===== config.mk =====
export PLATFORM = sky130hd
export DESIGN_NAME = dmem_arbiter_flat
export DESIGN_NICKNAME = d
export VERILOG_FILES = /design/src/rtl/dmem_arb_pkg.sv /design/src/rtl/dmem_arbiter_if.sv /design/src/rtl/dmem_arbiter_rr_arb2.sv /design/src/rtl/dmem_arbiter.sv /design/src/flat_wrapper.sv
export SDC_FILE = /design/constraint.sdc
export NUM_CORES = 1
export LEC_CHECK = 0
export BUFFER_PORTS_ARGS = -buffer_cell sky130_fd_sc_hd__buf_2
export CAP_MARGIN = 20
export CORE_AREA = 2 2 120 122
export DETAILED_ROUTE_END_ITERATION = 12
export DIE_AREA = 0 0 122 124
export GPL_TIMING_DRIVEN = 0
export PLACE_DENSITY = 0.6
export SLEW_MARGIN = 20
export SYNTH_ARGS = -nofsm -noshare
export SYNTH_HDL_FRONTEND = slang
export SYNTH_HIERARCHICAL = 1
export SYNTH_SLANG_ARGS = --single-unit

===== constraint.sdc =====
create_clock -name clk -period 1.7 [get_ports clk]
set_input_delay 0.085 -clock clk [delete_from_list [all_inputs] [get_ports clk]]
set_output_delay 0.085 -clock clk [all_outputs]
set_load 0.01 [all_outputs]

===== src/rtl/dmem_arb_pkg.sv =====
//------------------------------------------------------------------------------
// Module      : dmem_arb_pkg
// Description : Shared types and constants for the data-memory arbiter.
// Revision    : 1.0
//------------------------------------------------------------------------------
`default_nettype none

package dmem_arb_pkg;

    typedef enum logic [1:0] {
        CPU_PRI  = 2'd0,
        DMA_PRI  = 2'd1,
        DMA_LOCK = 2'd2
    } arb_state_e;

    typedef enum logic {
        REQ_CPU = 1'b0,
        REQ_DMA = 1'b1
    } req_id_e;

    localparam int BYTE_LANES = 4;

endpackage

`default_nettype wire


===== src/rtl/dmem_arbiter_if.sv =====
//------------------------------------------------------------------------------
// Module      : dmem_arbiter_if
// Description : Requester, RAM and stall signals of the data-memory arbiter.
// Revision    : 1.0
//------------------------------------------------------------------------------
`default_nettype none

interface dmem_arbiter_if #(
    parameter int WIDTH = 32
);
    import dmem_arb_pkg::*;

    logic                  cpu_req_valid;
    logic                  cpu_req_ready;
    logic [WIDTH-1:0]      cpu_addr;
    logic [WIDTH-1:0]      cpu_wdata;
    logic                  cpu_we;
    logic [BYTE_LANES-1:0] cpu_byte_en;
    logic                  cpu_rsp_valid;
    logic [WIDTH-1:0]      cpu_rdata;

    logic                  dma_req_valid;
    logic                  dma_req_ready;
    logic [WIDTH-1:0]      dma_addr;
    logic [WIDTH-1:0]      dma_wdata;
    logic                  dma_we;
    logic [BYTE_LANES-1:0] dma_byte_en;
    logic                  dma_rsp_valid;
    logic [WIDTH-1:0]      dma_rdata;
    logic                  dma_lock;

    logic [WIDTH-1:0]      mem_addr;
    logic [WIDTH-1:0]      mem_write_data;
    logic                  mem_write_enable;
    logic [BYTE_LANES-1:0] mem_byte_en;
    logic [WIDTH-1:0]      mem_read_data;

    logic                  stall_m;

    // Requesters and RAM model side
    modport master (
        output cpu_req_valid, cpu_addr, cpu_wdata, cpu_we, cpu_byte_en,
        input  cpu_req_ready, cpu_rsp_valid, cpu_rdata,
        output dma_req_valid, dma_addr, dma_wdata, dma_we, dma_byte_en, dma_lock,
        input  dma_req_ready, dma_rsp_valid, dma_rdata,
        input  mem_addr, mem_write_data, mem_write_enable, mem_byte_en,
        output mem_read_data,
        input  stall_m
    );

    // Arbiter side
    modport slave (
        input  cpu_req_valid, cpu_addr, cpu_wdata, cpu_we, cpu_byte_en,
        output cpu_req_ready, cpu_rsp_valid, cpu_rdata,
        input  dma_req_valid, dma_addr, dma_wdata, dma_we, dma_byte_en, dma_lock,
        output dma_req_ready, dma_rsp_valid, dma_rdata,
        output mem_addr, mem_write_data, mem_write_enable, mem_byte_en,
        input  mem_read_data,
        output stall_m
    );

endinterface

`default_nettype wire


===== src/rtl/dmem_arbiter_rr_arb2.sv =====
//------------------------------------------------------------------------------
// Module      : rr_arb2
// Description : Two-way grant; the favoured requester wins ties.
// Revision    : 1.0
//------------------------------------------------------------------------------
`default_nettype none

module rr_arb2
    import dmem_arb_pkg::*;
(
    input  wire logic    [1:0] i_valid,
    input  wire req_id_e       i_favour,
    output logic         [1:0] o_grant
);

    logic w_fav_dma;

    assign w_fav_dma  = (i_favour == REQ_DMA);
    assign o_grant[0] = i_valid[0] & (~w_fav_dma | ~i_valid[1]);
    assign o_grant[1] = i_valid[1] & ( w_fav_dma | ~i_valid[0]);

endmodule

`default_nettype wire


===== src/rtl/dmem_arbiter.sv =====
//------------------------------------------------------------------------------
// Module      : dmem_arbiter
// Description : Round-robin CPU/DMA arbiter for the data RAM with DMA burst lock.
// Revision    : 1.0
//------------------------------------------------------------------------------
`default_nettype none

module dmem_arbiter
    import dmem_arb_pkg::*;
#(
    parameter int WIDTH     = 32,
    parameter int MAX_BURST = 4
) (
    input  wire logic     clk,
    input  wire logic     rst,
    dmem_arbiter_if.slave bus
);

    localparam logic [1:0] c_ST_CPU_PRI  = CPU_PRI;
    localparam logic [1:0] c_ST_DMA_PRI  = DMA_PRI;
    localparam logic [1:0] c_ST_DMA_LOCK = DMA_LOCK;
    localparam int         c_CNT_W       = $clog2(MAX_BURST + 1);
    localparam logic [c_CNT_W-1:0] c_CNT_MAX = c_CNT_W'(MAX_BURST);
    // A one-cycle burst is just the entry grant, so the lock state is never entered.
    localparam bit         c_LOCK_EN     = (MAX_BURST > 1);

    logic [1:0]         r_state;
    logic [1:0]         w_state_nxt;
    logic [c_CNT_W-1:0] r_lock_cnt;
    logic [c_CNT_W-1:0] w_lock_cnt_nxt;

    logic [1:0]         w_rr_grant;
    req_id_e            w_favour;
    logic               w_gnt_cpu;
    logic               w_gnt_dma;

    logic               r_cpu_rsp_valid;
    logic               r_dma_rsp_valid;
    logic [WIDTH-1:0]   r_cpu_rdata;
    logic [WIDTH-1:0]   r_dma_rdata;

    assign w_favour = (r_state == c_ST_DMA_PRI) ? REQ_DMA : REQ_CPU;

    rr_arb2 u_rr_arb2 (
        .i_valid  ({bus.dma_req_valid, bus.cpu_req_valid}),
        .i_favour (w_favour),
        .o_grant  (w_rr_grant)
    );

    always_comb begin
        w_gnt_cpu = 1'b0;
        w_gnt_dma = 1'b0;
        if (!rst) begin
            if (r_state == c_ST_DMA_LOCK) begin
                w_gnt_dma = bus.dma_req_valid;
            end else begin
                w_gnt_cpu = w_rr_grant[0];
                w_gnt_dma = w_rr_grant[1];
            end
        end
    end

    always_comb begin
        w_state_nxt    = r_state;
        w_lock_cnt_nxt = r_lock_cnt;
        case (r_state)
            c_ST_DMA_LOCK: begin
                // Counts lock cycles regardless of whether a beat was taken.
                w_lock_cnt_nxt = r_lock_cnt + 1'b1;
                if (!bus.dma_lock || (w_lock_cnt_nxt == c_CNT_MAX)) begin
                    w_state_nxt    = c_ST_CPU_PRI;
                    w_lock_cnt_nxt = '0;
                end
            end
            default: begin
                if (w_gnt_cpu) begin
                    w_state_nxt = c_ST_DMA_PRI;
                end else if (w_gnt_dma) begin
                    if (bus.dma_lock && c_LOCK_EN) begin
                        w_state_nxt    = c_ST_DMA_LOCK;
                        w_lock_cnt_nxt = c_CNT_W'(1);
                    end else begin
                        w_state_nxt = c_ST_CPU_PRI;
                    end
                end
            end
        endcase
    end

    always_ff @(posedge clk) begin
        if (rst) begin
            r_state         <= c_ST_CPU_PRI;
            r_lock_cnt      <= '0;
            r_cpu_rsp_valid <= 1'b0;
            r_dma_rsp_valid <= 1'b0;
            r_cpu_rdata     <= '0;
            r_dma_rdata     <= '0;
        end else begin
            r_state         <= w_state_nxt;
            r_lock_cnt      <= w_lock_cnt_nxt;
            r_cpu_rsp_valid <= w_gnt_cpu & ~bus.cpu_we;
            r_dma_rsp_valid <= w_gnt_dma & ~bus.dma_we;
            if (w_gnt_cpu && !bus.cpu_we) begin
                r_cpu_rdata <= bus.mem_read_data;
            end
            if (w_gnt_dma && !bus.dma_we) begin
                r_dma_rdata <= bus.mem_read_data;
            end
        end
    end

    always_comb begin
        bus.mem_addr         = '0;
        bus.mem_write_data   = '0;
        bus.mem_write_enable = 1'b0;
        bus.mem_byte_en      = '0;
        if (w_gnt_cpu) begin
            bus.mem_addr         = bus.cpu_addr;
            bus.mem_write_data   = bus.cpu_wdata;
            bus.mem_write_enable = bus.cpu_we;
            bus.mem_byte_en      = bus.cpu_we ? bus.cpu_byte_en : '0;
        end else if (w_gnt_dma) begin
            bus.mem_addr         = bus.dma_addr;
            bus.mem_write_data   = bus.dma_wdata;
            bus.mem_write_enable = bus.dma_we;
            bus.mem_byte_en      = bus.dma_we ? bus.dma_byte_en : '0;
        end
    end

    assign bus.cpu_req_ready = w_gnt_cpu;
    assign bus.dma_req_ready = w_gnt_dma;
    // A read granted just before reset must not surface during the reset cycle.
    assign bus.cpu_rsp_valid = r_cpu_rsp_valid & ~rst;
    assign bus.dma_rsp_valid = r_dma_rsp_valid & ~rst;
    assign bus.cpu_rdata     = r_cpu_rdata;
    assign bus.dma_rdata     = r_dma_rdata;
    assign bus.stall_m       = bus.cpu_req_valid & ~w_gnt_cpu;

endmodule

`default_nettype wire


===== src/flat_wrapper.sv =====
// flat-port wrapper written by rule: the top's interface ports become plain ports
module dmem_arbiter_flat import dmem_arb_pkg::*;
#(
    parameter int WIDTH     = 32,
    parameter int MAX_BURST = 4
)
  (clk, rst, bus_cpu_req_valid, bus_cpu_addr, bus_cpu_wdata, bus_cpu_we, bus_cpu_byte_en, bus_cpu_req_ready, bus_cpu_rsp_valid, bus_cpu_rdata, bus_dma_req_valid, bus_dma_addr, bus_dma_wdata, bus_dma_we, bus_dma_byte_en, bus_dma_lock, bus_dma_req_ready, bus_dma_rsp_valid, bus_dma_rdata, bus_mem_addr, bus_mem_write_data, bus_mem_write_enable, bus_mem_byte_en, bus_mem_read_data, bus_stall_m);
  dmem_arbiter_if #(.WIDTH(WIDTH)) bus_i ();
  input  wire logic clk;
  input  wire logic rst;
  input wire logic [$bits(bus_i.cpu_req_valid)-1:0] bus_cpu_req_valid;
  input wire logic [$bits(bus_i.cpu_addr)-1:0] bus_cpu_addr;
  input wire logic [$bits(bus_i.cpu_wdata)-1:0] bus_cpu_wdata;
  input wire logic [$bits(bus_i.cpu_we)-1:0] bus_cpu_we;
  input wire logic [$bits(bus_i.cpu_byte_en)-1:0] bus_cpu_byte_en;
  output wire logic [$bits(bus_i.cpu_req_ready)-1:0] bus_cpu_req_ready;
  output wire logic [$bits(bus_i.cpu_rsp_valid)-1:0] bus_cpu_rsp_valid;
  output wire logic [$bits(bus_i.cpu_rdata)-1:0] bus_cpu_rdata;
  input wire logic [$bits(bus_i.dma_req_valid)-1:0] bus_dma_req_valid;
  input wire logic [$bits(bus_i.dma_addr)-1:0] bus_dma_addr;
  input wire logic [$bits(bus_i.dma_wdata)-1:0] bus_dma_wdata;
  input wire logic [$bits(bus_i.dma_we)-1:0] bus_dma_we;
  input wire logic [$bits(bus_i.dma_byte_en)-1:0] bus_dma_byte_en;
  input wire logic [$bits(bus_i.dma_lock)-1:0] bus_dma_lock;
  output wire logic [$bits(bus_i.dma_req_ready)-1:0] bus_dma_req_ready;
  output wire logic [$bits(bus_i.dma_rsp_valid)-1:0] bus_dma_rsp_valid;
  output wire logic [$bits(bus_i.dma_rdata)-1:0] bus_dma_rdata;
  output wire logic [$bits(bus_i.mem_addr)-1:0] bus_mem_addr;
  output wire logic [$bits(bus_i.mem_write_data)-1:0] bus_mem_write_data;
  output wire logic [$bits(bus_i.mem_write_enable)-1:0] bus_mem_write_enable;
  output wire logic [$bits(bus_i.mem_byte_en)-1:0] bus_mem_byte_en;
  input wire logic [$bits(bus_i.mem_read_data)-1:0] bus_mem_read_data;
  output wire logic [$bits(bus_i.stall_m)-1:0] bus_stall_m;
  assign bus_i.cpu_req_valid = bus_cpu_req_valid;
  assign bus_i.cpu_addr = bus_cpu_addr;
  assign bus_i.cpu_wdata = bus_cpu_wdata;
  assign bus_i.cpu_we = bus_cpu_we;
  assign bus_i.cpu_byte_en = bus_cpu_byte_en;
  assign bus_cpu_req_ready = bus_i.cpu_req_ready;
  assign bus_cpu_rsp_valid = bus_i.cpu_rsp_valid;
  assign bus_cpu_rdata = bus_i.cpu_rdata;
  assign bus_i.dma_req_valid = bus_dma_req_valid;
  assign bus_i.dma_addr = bus_dma_addr;
  assign bus_i.dma_wdata = bus_dma_wdata;
  assign bus_i.dma_we = bus_dma_we;
  assign bus_i.dma_byte_en = bus_dma_byte_en;
  assign bus_i.dma_lock = bus_dma_lock;
  assign bus_dma_req_ready = bus_i.dma_req_ready;
  assign bus_dma_rsp_valid = bus_i.dma_rsp_valid;
  assign bus_dma_rdata = bus_i.dma_rdata;
  assign bus_mem_addr = bus_i.mem_addr;
  assign bus_mem_write_data = bus_i.mem_write_data;
  assign bus_mem_write_enable = bus_i.mem_write_enable;
  assign bus_mem_byte_en = bus_i.mem_byte_en;
  assign bus_i.mem_read_data = bus_mem_read_data;
  assign bus_stall_m = bus_i.stall_m;
  dmem_arbiter #(.WIDTH(WIDTH), .MAX_BURST(MAX_BURST)) u_core (.clk(clk), .rst(rst), .bus(bus_i));
endmodule

=== After elaboration in Yosys (flattened, before gate mapping) ===
Cells that the tools add are included.

* Input port bits: 175
* Output and inout bits: 138
* Register bits after elaboration: 71

* Reductions and logical operators: 11
* Multiplexer cells: 25
* Equal/unequal tests: 5
* Bitwise operators: 16
* Add/sub/neg operators: 1

{| class="wikitable"
|+ Operators with widths
! cell !! number
|-
| 32-bit 2-to-1 mux || 4
|-
| 4-bit 2-to-1 mux || 4
|-
| 3-bit 2-to-1 mux || 5
|-
| 2-bit 2-to-1 mux || 5
|-
| 1-bit AND || 7
|-
| 1-bit 2-to-1 mux || 7
|-
| 1-bit inverter || 7
|-
| 2-bit inequality test (second input constant) || 2
|-
| 2-bit nonzero test || 2
|-
| 3-bit by 1-bit adder with 3-bit output (second input constant) || 1
|-
| 3-bit == test (second input constant) || 1
|-
| 1-bit zero test || 3
|-
| 3-bit AND reduction || 1
|-
| 3-bit nonzero test || 1
|-
| 2-bit by 1-bit == test with 1-bit output (second input constant) || 1
|-
| 2-bit == test (second input constant) || 1
|-
| 1-bit logical AND || 2
|-
| 1-bit OR || 2
|-
| 2-bit AND reduction || 1
|-
| 1-bit logical OR || 1
|}

=== Depth between registers and ports, before layout ===
Gate-level depths: netlist (run 1).

* Depth in word-level cells: 9
* Mapped depth: 9

=== Cells and area by module ===
The synthesis (run 1) kept the hierarchy.

{| class="wikitable"
|+ By module, submodules not included
! module !! seq. area each (um^2) !! area each (um^2) !! times used !! cells each
|-
| dmem_arbiter || 1,421.4 || 3,422.0 || 1 || 415
|-
| rr_arb2 || 0.0 || 18.8 || 1 || 3
|}

=== Least setup slack after synthesis (run 1) ===
Ideal clock, no wire load.

* Path type: reg-to-output
* Start point: register u_core.r_state[0]
* End point: output port bus_mem_addr[15]
* Slack: -0.007 ns
* Stages on the path, launching flop included: 10
* Arrival: 1.622 ns
* Required time: 1.615 ns
* Buffers on the path: 2
* Path through: dfxtp_1 > nor2b_1 > inv_1 > a21boi_1 > nor2b_1 > mux2i_1 > nor2_4 > buf_6 > buf_6 > a22o_1

* Cells in the longest elaborated chain, start to end: 8

{| class="wikitable"
|+ Ends and longest elaborated chain
! element !! line !! RTL
|-
| start: declaration || dmem_arbiter.sv:27 || <nowiki>logic [1:0] r_state;</nowiki>
|-
| start signal: assignment || dmem_arbiter.sv:92 || <nowiki>r_state <= c_ST_CPU_PRI;</nowiki>
|-
| start signal: assignment || dmem_arbiter.sv:99 || <nowiki>r_state <= w_state_nxt;</nowiki>
|-
| 2-bit by 1-bit == test with 1-bit output || dmem_arbiter.sv:42 || <nowiki>assign w_favour = (r_state == c_ST_DMA_PRI) ? REQ_DMA : REQ_CPU;</nowiki>
|-
| 1-bit 2-to-1 mux || dmem_arbiter.sv:42 ||
|-
| net u_core.w_favour || dmem_arbiter.sv:33 || <nowiki>req_id_e w_favour;</nowiki>
|-
| 1-bit OR || dmem_arbiter_rr_arb2.sv:20 || <nowiki>assign o_grant[1] = i_valid[1] & ( w_fav_dma | ~i_valid[0]);</nowiki>
|-
| 1-bit AND || dmem_arbiter_rr_arb2.sv:20 ||
|-
| net u_core.w_rr_grant[1] || dmem_arbiter.sv:32 || <nowiki>logic [1:0] w_rr_grant;</nowiki>
|-
| 1-bit 2-to-1 mux || dmem_arbiter.sv:54 || <nowiki>if (r_state == c_ST_DMA_LOCK) begin</nowiki>
|-
| 1-bit 2-to-1 mux || dmem_arbiter.sv:53 || <nowiki>if (!rst) begin</nowiki>
|-
| 32-bit 2-to-1 mux || dmem_arbiter.sv:122 || <nowiki>end else if (w_gnt_dma) begin</nowiki>
|-
| 32-bit 2-to-1 mux || dmem_arbiter.sv:117 || <nowiki>if (w_gnt_cpu) begin</nowiki>
|-
| end: declaration || flat_wrapper.sv:28 || <nowiki>output wire logic [$bits(bus_i.mem_addr)-1:0] bus_mem_addr;</nowiki>
|}

The timed path passes the listed nets, and every way through them passes these cells.

=== Worst setup path in the final report (run 1) ===
* Start point: register u_core.r_state[0]
* End point: output port bus_mem_write_data[13]

* Cells in the longest elaborated chain, start to end: 8

{| class="wikitable"
|+ Ends and longest elaborated chain
! element !! line !! RTL
|-
| 2-bit by 1-bit == test with 1-bit output || dmem_arbiter.sv:42 ||
|-
| 1-bit 2-to-1 mux || dmem_arbiter.sv:42 ||
|-
| net u_core.w_favour || dmem_arbiter.sv:33 ||
|-
| 1-bit OR || dmem_arbiter_rr_arb2.sv:20 ||
|-
| 1-bit AND || dmem_arbiter_rr_arb2.sv:20 ||
|-
| net u_core.w_rr_grant[1] || dmem_arbiter.sv:32 ||
|-
| 1-bit 2-to-1 mux || dmem_arbiter.sv:54 ||
|-
| 1-bit 2-to-1 mux || dmem_arbiter.sv:53 ||
|-
| 32-bit 2-to-1 mux || dmem_arbiter.sv:122 ||
|-
| 32-bit 2-to-1 mux || dmem_arbiter.sv:117 ||
|-
| end: declaration || flat_wrapper.sv:29 || <nowiki>output wire logic [$bits(bus_i.mem_write_data)-1:0] bus_mem_write_data;</nowiki>
|}

The timed path passes the listed nets, and every way through them passes these cells.

==> run summary, run 1 <==
Initial core utilization = 25.1%
Clock skew = 0.00837 ns
Residual DRC = 0
Largest net degree at the start of global routing = 12
Setup ws final = -0.460 ns
Commonest non-fill, non-tap cells in the layout = buf_2 (285), dfxtp_1 (69), nand2_1 (65)
Commonest non-fill, non-tap cell in the layout = buf_2
Final setup violation count = 137
Clock sinks = 71
Slew Viols, Final = 0
Yosys warning count = 6
Compound-Gate Fraction of Synth Area = 33.3%
Vias in the first global route = 4345
Routed via count = 4823
CP arrival = 2.08 ns
Max cap viols = 0
XOR/XNOR Fraction of Synth Area = 0.255%
Simple-gate share of the synthesized area = 16.0%
Final worst-path cycle share = 127%
Core area = 13700 µm²
Row cnt = 43
Fin cells = 996
Initial antenna violation count = 3
Sw frac = 28.8%
Share of the synthesized area in the top cell type = 41.3%
Port Buf Inserts = 310
Synth area leader = dfxtp_1
Nets = 984
Register bit count reported by yosys = 71
Post-synthesis sequential area ratio = 41.3%
Clock power frac = 35.8%
First-pass GRT wire length = 26400 µm
GR Util All Layers = 23.7%
Net Sw Power = 0.00143 W
Main combinational cell family by area after synthesis = compound AO/OA/AOI/OAI gates
Clock transition at path regs = 0.06 ns
Hold Fails Final Rpt = 0
Metal2 WL = 10100 µm
DRT iter0 DRCs = 334
Worst-path maximum fanout = 10
Placed cells = 908
Clock Tree Buf Depth = 2
Syn Area/Cell = 8.23 µm²
Post-Place Setup Slack = -0.506 ns
Root Buffer = clkbuf_16
Top routing layer in use = met5
H-Tree Depth = 3
CP endpoint kind = primary output
GRT overflow = 0
Die H = 124 µm
P_int = 0.00352 W
Top cells by area, synth = dfxtp_1 (41%), a22o_1 (16%), o21ai_0 (9.0%)
DRT Pass-1 Iters = 5
Unrepaired setup endpoints after global routing = yes
CTS buffer count = 9
Max Freq = 463 MHz
Worst slew pin tran = 0.870 ns
Startpoint types = flip-flop
Routed metal-1 wire length = 8150 µm
I/O Pins = 313
Violated checks = setup timing
Gpl congestion = 0.815
Filler cells = 1373
Sequential power share = 35.9%
Fin crit period = 2.16 ns
Class of the worst hold path = input pin to flip-flop
Required @ worst endpoint = 1.62 ns
Routed WL = 20100 µm
Worst slew margin = 42.0%
Kind of critical path = flip-flop to primary output
Die area = 15100 µm²
Placed Area = 5220 µm²
PD cells = 719 nW/µm²
Post-Syn Nets = 595
Drt wl/cell = 20.1 µm
Post-Layout Inst Area = 6880 µm²
Die W = 122 µm
Outcome = complete, but fails checks
Layout area overhead = 99.9%
Maximum vdd drop = 0.513 mV
Share of cells above drive strength 1 = 55.3%
Yosys cell types = 33
Adder-cell share of the synthesized area = 0.727%
Clk_lat worst skew = 0.33 ns
DRT antenna net count = 0
Cell Area, Synth = 3440 µm²
Cells after Synth = 418
Mux cell area share after synthesis = 1.56%
Met3 routed WL = 1540 µm
Drt via density = 4.84
CTS tree = yes
Part of the power in combinational logic = 28.3%
Pleak = 3.32 nW
HPWL Detailed = 15300 µm
-- synth_stat cells --
cell and count:
a211oi_1 1, a21boi_1 2, a21o_1 1, a21oi_1 34
a22o_1 64, a32o_1 5, and2_1 1, buf_1 1
buf_2 17, buf_4 4, buf_6 3, clkbuf_1 18
dfxtp_1 71, ha_1 2, inv_1 3, inv_2 1
mux2_2 1, mux2i_1 2, mux2i_4 1, nand2_1 65
nand2b_1 2, nand3_1 32, nand3b_1 1, nor2_1 4
nor2_4 1, nor2b_1 8, nor3_1 2, nor3b_2 1
nor4_1 1, nor4b_2 1, o21ai_0 62, o21ai_1 5
xor2_1 1
-- power by group through the flow --
stage | registers (W) | clock network (W) | logic, W
3_5_place_dp | 0.00181 | 0 | 0.00101
2_1_floorplan | 0.00184 | 0 | 0.000429
6_report | 0.00178 | 0.00177 | 0.00140
5_1_grt | 0.00179 | 0.00187 | 0.00149
4_1_cts | 0.00177 | 0.00179 | 0.00123
3_3_place_gp | 0.00181 | 0 | 0.00101
-- worst paths after layout --
path                            slack [ns]                                 start                                     to  cells past startpoint
worst max-delay path                 -0.46        u_core/r_state[0]$_SDFFE_PP0P_                 bus_mem_write_data[13]                     10
worst min-delay path                  0.01                 bus_mem_read_data[14]  u_core/bus.cpu_rdata[14]$_SDFFE_PP0P_                      3
worst max register to register       -0.36        u_core/r_state[0]$_SDFFE_PP0P_   u_core/bus.dma_rdata[6]$_SDFFE_PP0P_                     12
worst min register to register        0.45  u_core/bus.cpu_rdata[3]$_SDFFE_PP0P_   u_core/bus.cpu_rdata[3]$_SDFFE_PP0P_                      2
-- state kept, by name, summed over array words and instances (netlist names) --
register	cells
u_core/r_lock_cnt	3
u_core/r_cpu_rsp_valid	1
u_core/bus.dma_rdata	32
u_core/r_dma_rsp_valid	1
u_core/r_state	2
u_core/bus.cpu_rdata	32
-- final cells by class --
cell class,count,area [µm²],area share [%]
Antenna cell,4,10.0,0.146
Buffer,41,357,5.18
Clock buffer,13,260,3.78
Clock inverter,3,17.5,0.255
Inverter,4,17.5,0.255
Multi-Input combinational cell,300,2060,29.9
Sequential cell,71,1430,20.7
Tap cell,180,225,3.27
Timing Repair Buffer,380,2510,36.4
-- cells by family after synthesis --
kind of cell             count (synthesis)
AO/OA/AOI/OAI                          174
AND/OR/NAND/NOR                        119
flip-flops                              71
buffers and inverters                   47
multiplexers                             4
adder cells (fa/ha/maj)                  2
XOR/XNOR                                 1
-- repair_timing --
action / 4_1_cts / 5_1_grt
buffers inserted: 15 / 16
hold endpoints to repair: 30 / 0
resized for setup: 95 / 106
pin swaps: 8 / 48
cloned: 4 / 5
setup endpoints to repair: 134 / 137
hold buffers: 30 / 0
-- metal layers --
metal	track usage, %	vias up
met3	4.99	21
met5	0	-
met1	30.4	2272
met2	40.5	223
met4	6.32	2
li1	-	2305
-- metrics by stage --
stage	TNS [ns]	total power [W]	hold slack (ns)	utilization (%)
floorplan	0	0.00227	0.194	-
CTS	-35.05	0.00480	0.00627	46.0
global route	-55.80	0.00514	0.0262	50.1
global placement	-40.04	0.00281	0.299	38.0
detailed placement	-42.23	0.00282	0.304	38.0
finish	-39.21	0.00495	0.0136	50.1
-- critical path: stages (launching register included) --
cell,delay [ns]
dfxtp_2,0.34
nor2b_4,0.18
inv_2,0.05
a21boi_2,0.15
nor2b_4,0.20
mux2i_4,0.08
nor2_4,0.15
buf_12,0.17
buf_8,0.13
a22o_1,0.15
buf_2,0.15
(Power assumes the default switching activity.)
==> run 2, diff against run 1 <==
--- a/config.mk
+++ b/config.mk
@@ -7,11 +7,11 @@
 export LEC_CHECK = 0
 export BUFFER_PORTS_ARGS = -buffer_cell sky130_fd_sc_hd__buf_2
 export CAP_MARGIN = 20
-export CORE_AREA = 2 2 120 122
+export CORE_AREA = 2 2 121 123
 export DETAILED_ROUTE_END_ITERATION = 12
-export DIE_AREA = 0 0 122 124
+export DIE_AREA = 0 0 123 125
 export GPL_TIMING_DRIVEN = 0
-export PLACE_DENSITY = 0.6
+export PLACE_DENSITY = 0.59
 export SLEW_MARGIN = 20
 export SYNTH_ARGS = -nofsm -noshare
 export SYNTH_HDL_FRONTEND = slang
==> run 2 against run 1 <==
The flow still finishes with violations (setup timing). First-iteration DRC count shrank 19%. Power decreased by 4.3%. Sequential cell count unchanged. Combinational power down 13%. Clock power barely moved. Worst setup slack better by 0.027 ns. Clock skew down 0.0033 ns. Wire length down 10%. Count of clock-buffer cells in the layout shrank 2. Global-route usage down 1.9 points. Sequential share of layout area grew 1.7 points. Non-clock buffer count fell by 20.
==> run summary, run 2 (synthesized netlist as in run 1, its figures left out) <==
Core area = 14200 µm² (+3.5%)
Post-Layout Inst Area = 6330 µm² (-7.9%)
Filler cells = 1442 (+5.0%)
Critical path's most frequent cell = nor2b_4
Maximum vdd drop = 0.620 mV (+21%)
Setup ws final = -0.433 ns (+0.0271 ns)
Fin cells = 979 (-1.7%)
Residual DRC = 0 (unchanged)
GRT overflow = 0 (unchanged)
Routed WL = 18000 µm (-10%)
Root Buffer = clkbuf_16
Nets = 964 (-2.0%)
CP endpoint kind = primary output
Worst slew margin = 54.6% (+13 points)
Gpl congestion = 0.790 (-3.1%)
Final worst-path cycle share = 125% (-1.6 points)
Largest net degree at the start of global routing = 13 (+1)
Clock Tree Buf Depth = 2 (unchanged)
Outcome = complete, but fails checks
Layout area overhead = 84.1%
CP max stage delay = 0.33 ns (about the same)
H-Tree Depth = 3 (unchanged)
HPWL Detailed = 13900 µm (-9.4%)
Pleak = 3.13 nW (-5.6%)
Placed Area = 5230 µm² (about the same)
Fin util = 44.6% (-5.6 points)
Worst-path maximum fanout = 6 (-4)
Placed cells = 912 (+0.44%)
DRT antenna net count = 0 (unchanged)
DRT Pass-1 Iters = 4 (-1)
Slew Viols, Final = 0 (unchanged)
Drt wl/cell = 18.4 µm (-8.9%)
Share of cells above drive strength 1 = 50.8% (-4.5 points)
PD cells = 747 nW/µm² (+3.9%)
Max cap viols = 0 (unchanged)
Die H = 125 µm (+0.81%)
Routed via count = 4649 (-3.6%)
Port Buf Inserts = 310 (unchanged)
Die W = 123 µm (+0.82%)
Class of the worst hold path = input pin to flip-flop
Hold Fails Final Rpt = 0 (unchanged)
Violated checks = setup timing
Commonest non-fill, non-tap cell in the layout = buf_2
Row cnt = 44 (+2.3%)
Fin crit period = 2.13 ns (-0.0271 ns)
Commonest non-fill, non-tap cells in the layout = buf_2 (296), dfxtp_1 (69), nand2_1 (65)
Final setup violation count = 137 (unchanged)
Clock sinks = 71 (unchanged)
Kind of critical path = flip-flop to primary output
Initial antenna violation count = 3 (unchanged)
DRT iter0 DRCs = 270 (-19%)
Drt via density = 4.75 (-1.9%)
I/O Pins = 313 (unchanged)
Startpoint types = flip-flop
Max stage delay cell, worst path = dfxtp_2
Worst slew pin tran = 0.681 ns (-0.189 ns)
GR Util All Layers = 21.9% (-1.9 points)
Die area = 15400 µm² (+1.6%)
Initial core utilization = 24.2% (-0.85 points)
Max Freq = 469 MHz (+1.3%)
First-pass GRT wire length = 25500 µm (-3.5%)
Unrepaired setup endpoints after global routing = yes
Clock skew = 0.00510 ns (-0.00328 ns)
Required @ worst endpoint = 1.62 ns (about the same)
Clk_lat worst skew = 0.33 ns (about the same)
CTS buffer count = 9 (unchanged)
CTS tree = yes
CP arrival = 2.05 ns (-0.03 ns)
Clock transition at path regs = 0.06 ns (about the same)
Worst path cell trace = nor2b_4 > inv_2 > a21boi_2 > nor2b_4 > mux2i_4 > nor2_4 > buf_6 > buf_8 > a22o_1 > buf_2
Vias in the first global route = 4485 (+3.2%)
## run 2: cell types whose count changed in the layout (fill, tap and decap cells not counted), moves of 5 or more
| cell | before | now |
|---|---|---|
| a21oi_1 | 21 | 29 |
| a21oi_2 | 13 | 5 |
| buf_2 | 285 | 296 |
| buf_6 | 46 | 23 |
| clkbuf_16 | 14 | 9 |
| nand3_1 | 15 | 32 |
| nand3_2 | 12 | 0 |
| nand3_4 | 5 | 0 |
| o21ai_1 | 16 | 21 |
## run 2: critical path, delay by kind of cell (launching register included)
| family | cells | cell delay [ns] |
|---|---|---|
| buffers and inverters | 4 | 0.50 |
| muxes | 1 | 0.09 |
| AOI/OAI and AO/OA | 2 | 0.28 |
| and+or+nand+nor | 3 | 0.51 |
| DFF | 1 | 0.33 |
## run 2: worst paths after layout
check | start | endpoint | slack (ns) | cells past startpoint
setup reg to reg | u_core/r_state[0]$_SDFFE_PP0P_ | u_core/bus.dma_rdata[2]$_SDFFE_PP0P_ | -0.31 | 12
hold reg to reg | u_core/bus.cpu_rdata[31]$_SDFFE_PP0P_ | u_core/bus.cpu_rdata[31]$_SDFFE_PP0P_ | 0.45 | 2
setup / recovery | u_core/r_state[0]$_SDFFE_PP0P_ | bus_mem_addr[19] | -0.43 | 10
hold / removal | bus_mem_read_data[8] | u_core/bus.cpu_rdata[8]$_SDFFE_PP0P_ | 0.005 | 3
## run 2: layout make-up
type,count,area [µm²],area share (%)
timing repair buffer,358,2150,34.0
multi-input combinational,300,1890,29.8
sequential,71,1420,22.5
buffer,43,337,5.31
clock buffer,11,243,3.83
tap,184,230,3.63
clock inverter,5,33.8,0.533
inverter,4,15.0,0.237
antenna,3,7.51,0.119
## run 2: per-layer routing
metal / up-vias / global-route usage, % / wire [µm]
li1: 2264 / - / -
met1: 2165 / 25.2 / 7050
met4: 0 / 8.29 / 530
met5: - / 0 / 0
met3: 27 / 4.47 / 1340
met2: 193 / 39.1 / 9040
## run 2: metrics by stage
step / power, W / setup TNS [ns] / hold slack (ns) / worst slack [ns]
after CTS: 0.00474 / -34.82 / 0.00154 / -0.433
after global routing: 0.00494 / -53.52 / 0.0211 / -0.522
after global placement: 0.00280 / -40.73 / 0.300 / -0.515
final: 0.00473 / -39.32 / 0.00497 / -0.433
after floorplan: 0.00227 / 0 / 0.194 / 0.0325
after detailed placement: 0.00280 / -40.33 / 0.301 / -0.506
## run 2: timing repair
action | 4_1_cts | 5_1_grt
resized for setup | 90 | 28
cloned | 3 | 0
endpoints found under the hold margin | 30 | 0
hold buffers | 30 | 0
endpoints found under the setup margin | 134 | 138
pin swaps | 5 | 6
buffers inserted | 14 | 1
## run 2: where the power goes
group	internal, W	switching (W)	total, W	leakage [nW]
registers	0.00174	0.0000378	0.00178	0.579
clock network	0.00102	0.000713	0.00174	0.132
logic	0.000616	0.000604	0.00122	2.42
total	0.00338	0.00135	0.00473	3.13
==> run 3, diff against run 2 <==
--- a/config.mk
+++ b/config.mk
@@ -12,6 +12,7 @@
 export DIE_AREA = 0 0 123 125
 export GPL_TIMING_DRIVEN = 0
 export PLACE_DENSITY = 0.59
+export SKIP_LAST_GASP = 1
 export SLEW_MARGIN = 20
 export SYNTH_ARGS = -nofsm -noshare
 export SYNTH_HDL_FRONTEND = slang
==> run 3 against run 2 <==
The flow still finishes with violations (setup timing). Core utilization down 0.14 points. Worst hold slack worse by 0.0015 ns. Clock power about the same. Sequential share of layout area up 0.071 points. Largest cell class unchanged. Sequential power about the same. Register-to-register slack about the same. First-iteration DRC count down 4.4%. Critical path depth unchanged. Final cell count up 0.10%.
==> run summary, run 3 (synthesized netlist as in run 1, its figures left out) <==
Outcome = complete, but fails checks
Violated checks = setup timing
Final worst-path cycle share = 126% (+0.14 points)
Sequential power share = 37.6% (about the same)
I/O Pins = 313 (unchanged)
Crit path buffers/inverters = 4 (unchanged)
Routed via count = 4658 (+0.19%)
Worst-path maximum fanout = 10 (+4)
P_int = 0.00337 W (-0.19%)
Clk_lat worst skew = 0.33 ns (about the same)
Drt via density = 4.75 (about the same)
Clock skew = 0.00531 ns (+0.000208 ns)
Fin util = 44.5% (-0.14 points)
CP max stage delay = 0.33 ns (about the same)
DRT Pass-1 Iters = 5 (+1)
Maximum vdd drop = 0.622 mV (+0.19%)
Drt wl/cell = 18.2 µm (-0.57%)
Required @ worst endpoint = 1.62 ns (about the same)
Hold Fails Final Rpt = 0 (unchanged)
Class of the worst hold path = input pin to flip-flop
Most used routing layer = met2
Met2 Resource Use GR = 38.7% (-0.36 points)
Worst slew pin tran = 0.681 ns (+0.000228 ns)
CP endpoint kind = primary output
CP arrival = 2.05 ns (about the same)
Startpoint types = flip-flop
First-pass GRT wire length = 25400 µm (-0.22%)
Part of the power in combinational logic = 25.6% (-0.2 points)
CTS buffer count = 9 (unchanged)
Share of cells above drive strength 1 = 50.8% (unchanged)
GRT overflow = 0 (unchanged)
Fin cells = 980 (+0.10%)
Root Buffer = clkbuf_16
Max cap viols = 0 (unchanged)
Slew Viols, Final = 0 (unchanged)
Residual DRC = 0 (unchanged)
GR Util met1 = 25.0% (-0.20 points)
Final setup violation count = 137 (unchanged)
Crit path max-delay family = simple AND/OR/NAND/NOR gates
Kind of critical path = flip-flop to primary output
Vias in the first global route = 4496 (+0.25%)
Clock sinks = 71 (unchanged)
Die W = 123 µm (unchanged)
Clock power frac = 36.8% (about the same)
Row cnt = 44 (unchanged)
Filler cells = 1449 (+0.49%)
Critical path's most frequent cell = nor2b_4
Max Freq = 468 MHz (-0.11%)
Initial core utilization = 24.2% (unchanged)
Power consumption = 0.00473 W (about the same)
Unrepaired setup endpoints after global routing = yes
HPWL Detailed = 13900 µm (unchanged)
Max stage delay cell, worst path = dfxtp_2
Setup slack, reg-to-reg = -0.31 ns (about the same)
Largest net degree at the start of global routing = 13 (unchanged)
Met3 GRT Util = 4.56% (+0.091 points)
Routed WL = 17900 µm (-0.47%)
Setup ws final = -0.436 ns (-0.00241 ns)
Pleak = 3.13 nW (-0.13%)
Gpl congestion = 0.790 (unchanged)
Port Buf Inserts = 310 (unchanged)
Clock Tree Buf Depth = 2 (unchanged)
DRT iter0 DRCs = 258 (-4.4%)
GR Util All Layers = 21.8% (-0.028 points)
Commonest non-fill, non-tap cells in the layout = buf_2 (299), dfxtp_1 (69), nand2_1 (65)
CTS tree = yes
Worst slew margin = 54.6% (about the same)
Reg area = 1420 µm² (unchanged)
Commonest non-fill, non-tap cell in the layout = buf_2
PD cells = 749 nW/µm² (+0.27%)
Die area = 15400 µm² (unchanged)
Core area = 14200 µm² (unchanged)
Net Sw Power = 0.00136 W (+0.33%)
Worst path cell trace = nor2b_4 > inv_2 > a21boi_2 > nor2b_4 > mux2i_4 > nor2_4 > buf_12 > buf_8 > a22o_1 > buf_6
Die H = 125 µm (unchanged)
Post-route setup TNS = -39.90 ns (-0.577 ns)
Multi-input gate area = 1890 µm² (unchanged)
Placed cells = 912 (unchanged)
Clock transition at path regs = 0.06 ns (about the same)
Nets = 964 (unchanged)
DRT antenna net count = 0 (unchanged)
Initial antenna violation count = 4 (+1)
Sw frac = 28.7% (+0.11 points)
Layout area overhead = 83.5%
Fin crit period = 2.14 ns (+0.00241 ns)
H-Tree Depth = 3 (unchanged)
==> run 3: changes by cell type in the layout (fill, tap and decap cells not counted) <==
cell     delta
buf_2       +3
buf_4       +1
buf_6       -4
diode_2     +1
==> run 3: layer usage <==
| layer | vias up | wire length, µm |
|---|---|---|
| li1 | 2263 | - |
| met1 | 2177 | 7010 |
| met5 | - | 0 |
| met4 | 0 | 540 |
| met3 | 29 | 1340 |
| met2 | 189 | 9000 |
==> run 3: final timing paths <==
| path | end | startpoint | depth (start not counted) |
|---|---|---|---|
| max | bus_mem_addr[29] | u_core/r_state[0]$_SDFFE_PP0P_ | 10 |
| min | u_core/bus.cpu_rdata[8]$_SDFFE_PP0P_ | bus_mem_read_data[8] | 3 |
| max reg2reg | u_core/bus.dma_rdata[2]$_SDFFE_PP0P_ | u_core/r_state[0]$_SDFFE_PP0P_ | 12 |
| min reg2reg | u_core/bus.cpu_rdata[31]$_SDFFE_PP0P_ | u_core/bus.cpu_rdata[31]$_SDFFE_PP0P_ | 2 |
==> run 3: cell type report <==
type                       count  share of cell area [%]
buffer                        43                    5.33
clock inverter                 5                   0.535
antenna                        4                   0.159
clock buffer                  11                    3.84
sequential                    71                    22.6
inverter                       4                   0.238
multi-input combinational    300                    29.9
timing repair buffer         358                    33.7
tap                          184                    3.65
==> run 3: per-stage QoR <==
stage | instance area, µm² | hold slack [ns] | setup slack, ns
after detailed placement | 5230 | 0.301 | -0.506
after global placement | 5230 | 0.300 | -0.515
after global routing | 6310 | 0.0211 | -0.519
final | 6310 | 0.00349 | -0.436
after floorplan | 3440 | 0.194 | 0.0325
after CTS | 6220 | 0.00154 | -0.434
==> run 3: power groups by stage <==
stage	Combinational, W	Clock (W)	Sequential, W
6_report	0.00121	0.00174	0.00178
4_1_cts	0.00119	0.00177	0.00177
5_1_grt	0.00130	0.00185	0.00178
3_3_place_gp	0.000990	0	0.00181
2_1_floorplan	0.000429	0	0.00184
3_5_place_dp	0.000988	0	0.00181
==> run 3: worst min-delay path: cells and delay by family <==
kind,cells,cell delay (ns)
simple gates,1,0.04
buf+inv,1,0.10
compound gates,1,0.06
==> run 3: repair_timing <==
action | in CTS | in global routing
cloned | 3 | 0
gates resized for setup | 86 | 28
pin swaps | 5 | 4
endpoints found under the setup margin | 134 | 138
endpoints found under the hold margin | 30 | 0
hold buffers | 30 | 0
buffers inserted | 14 | 1
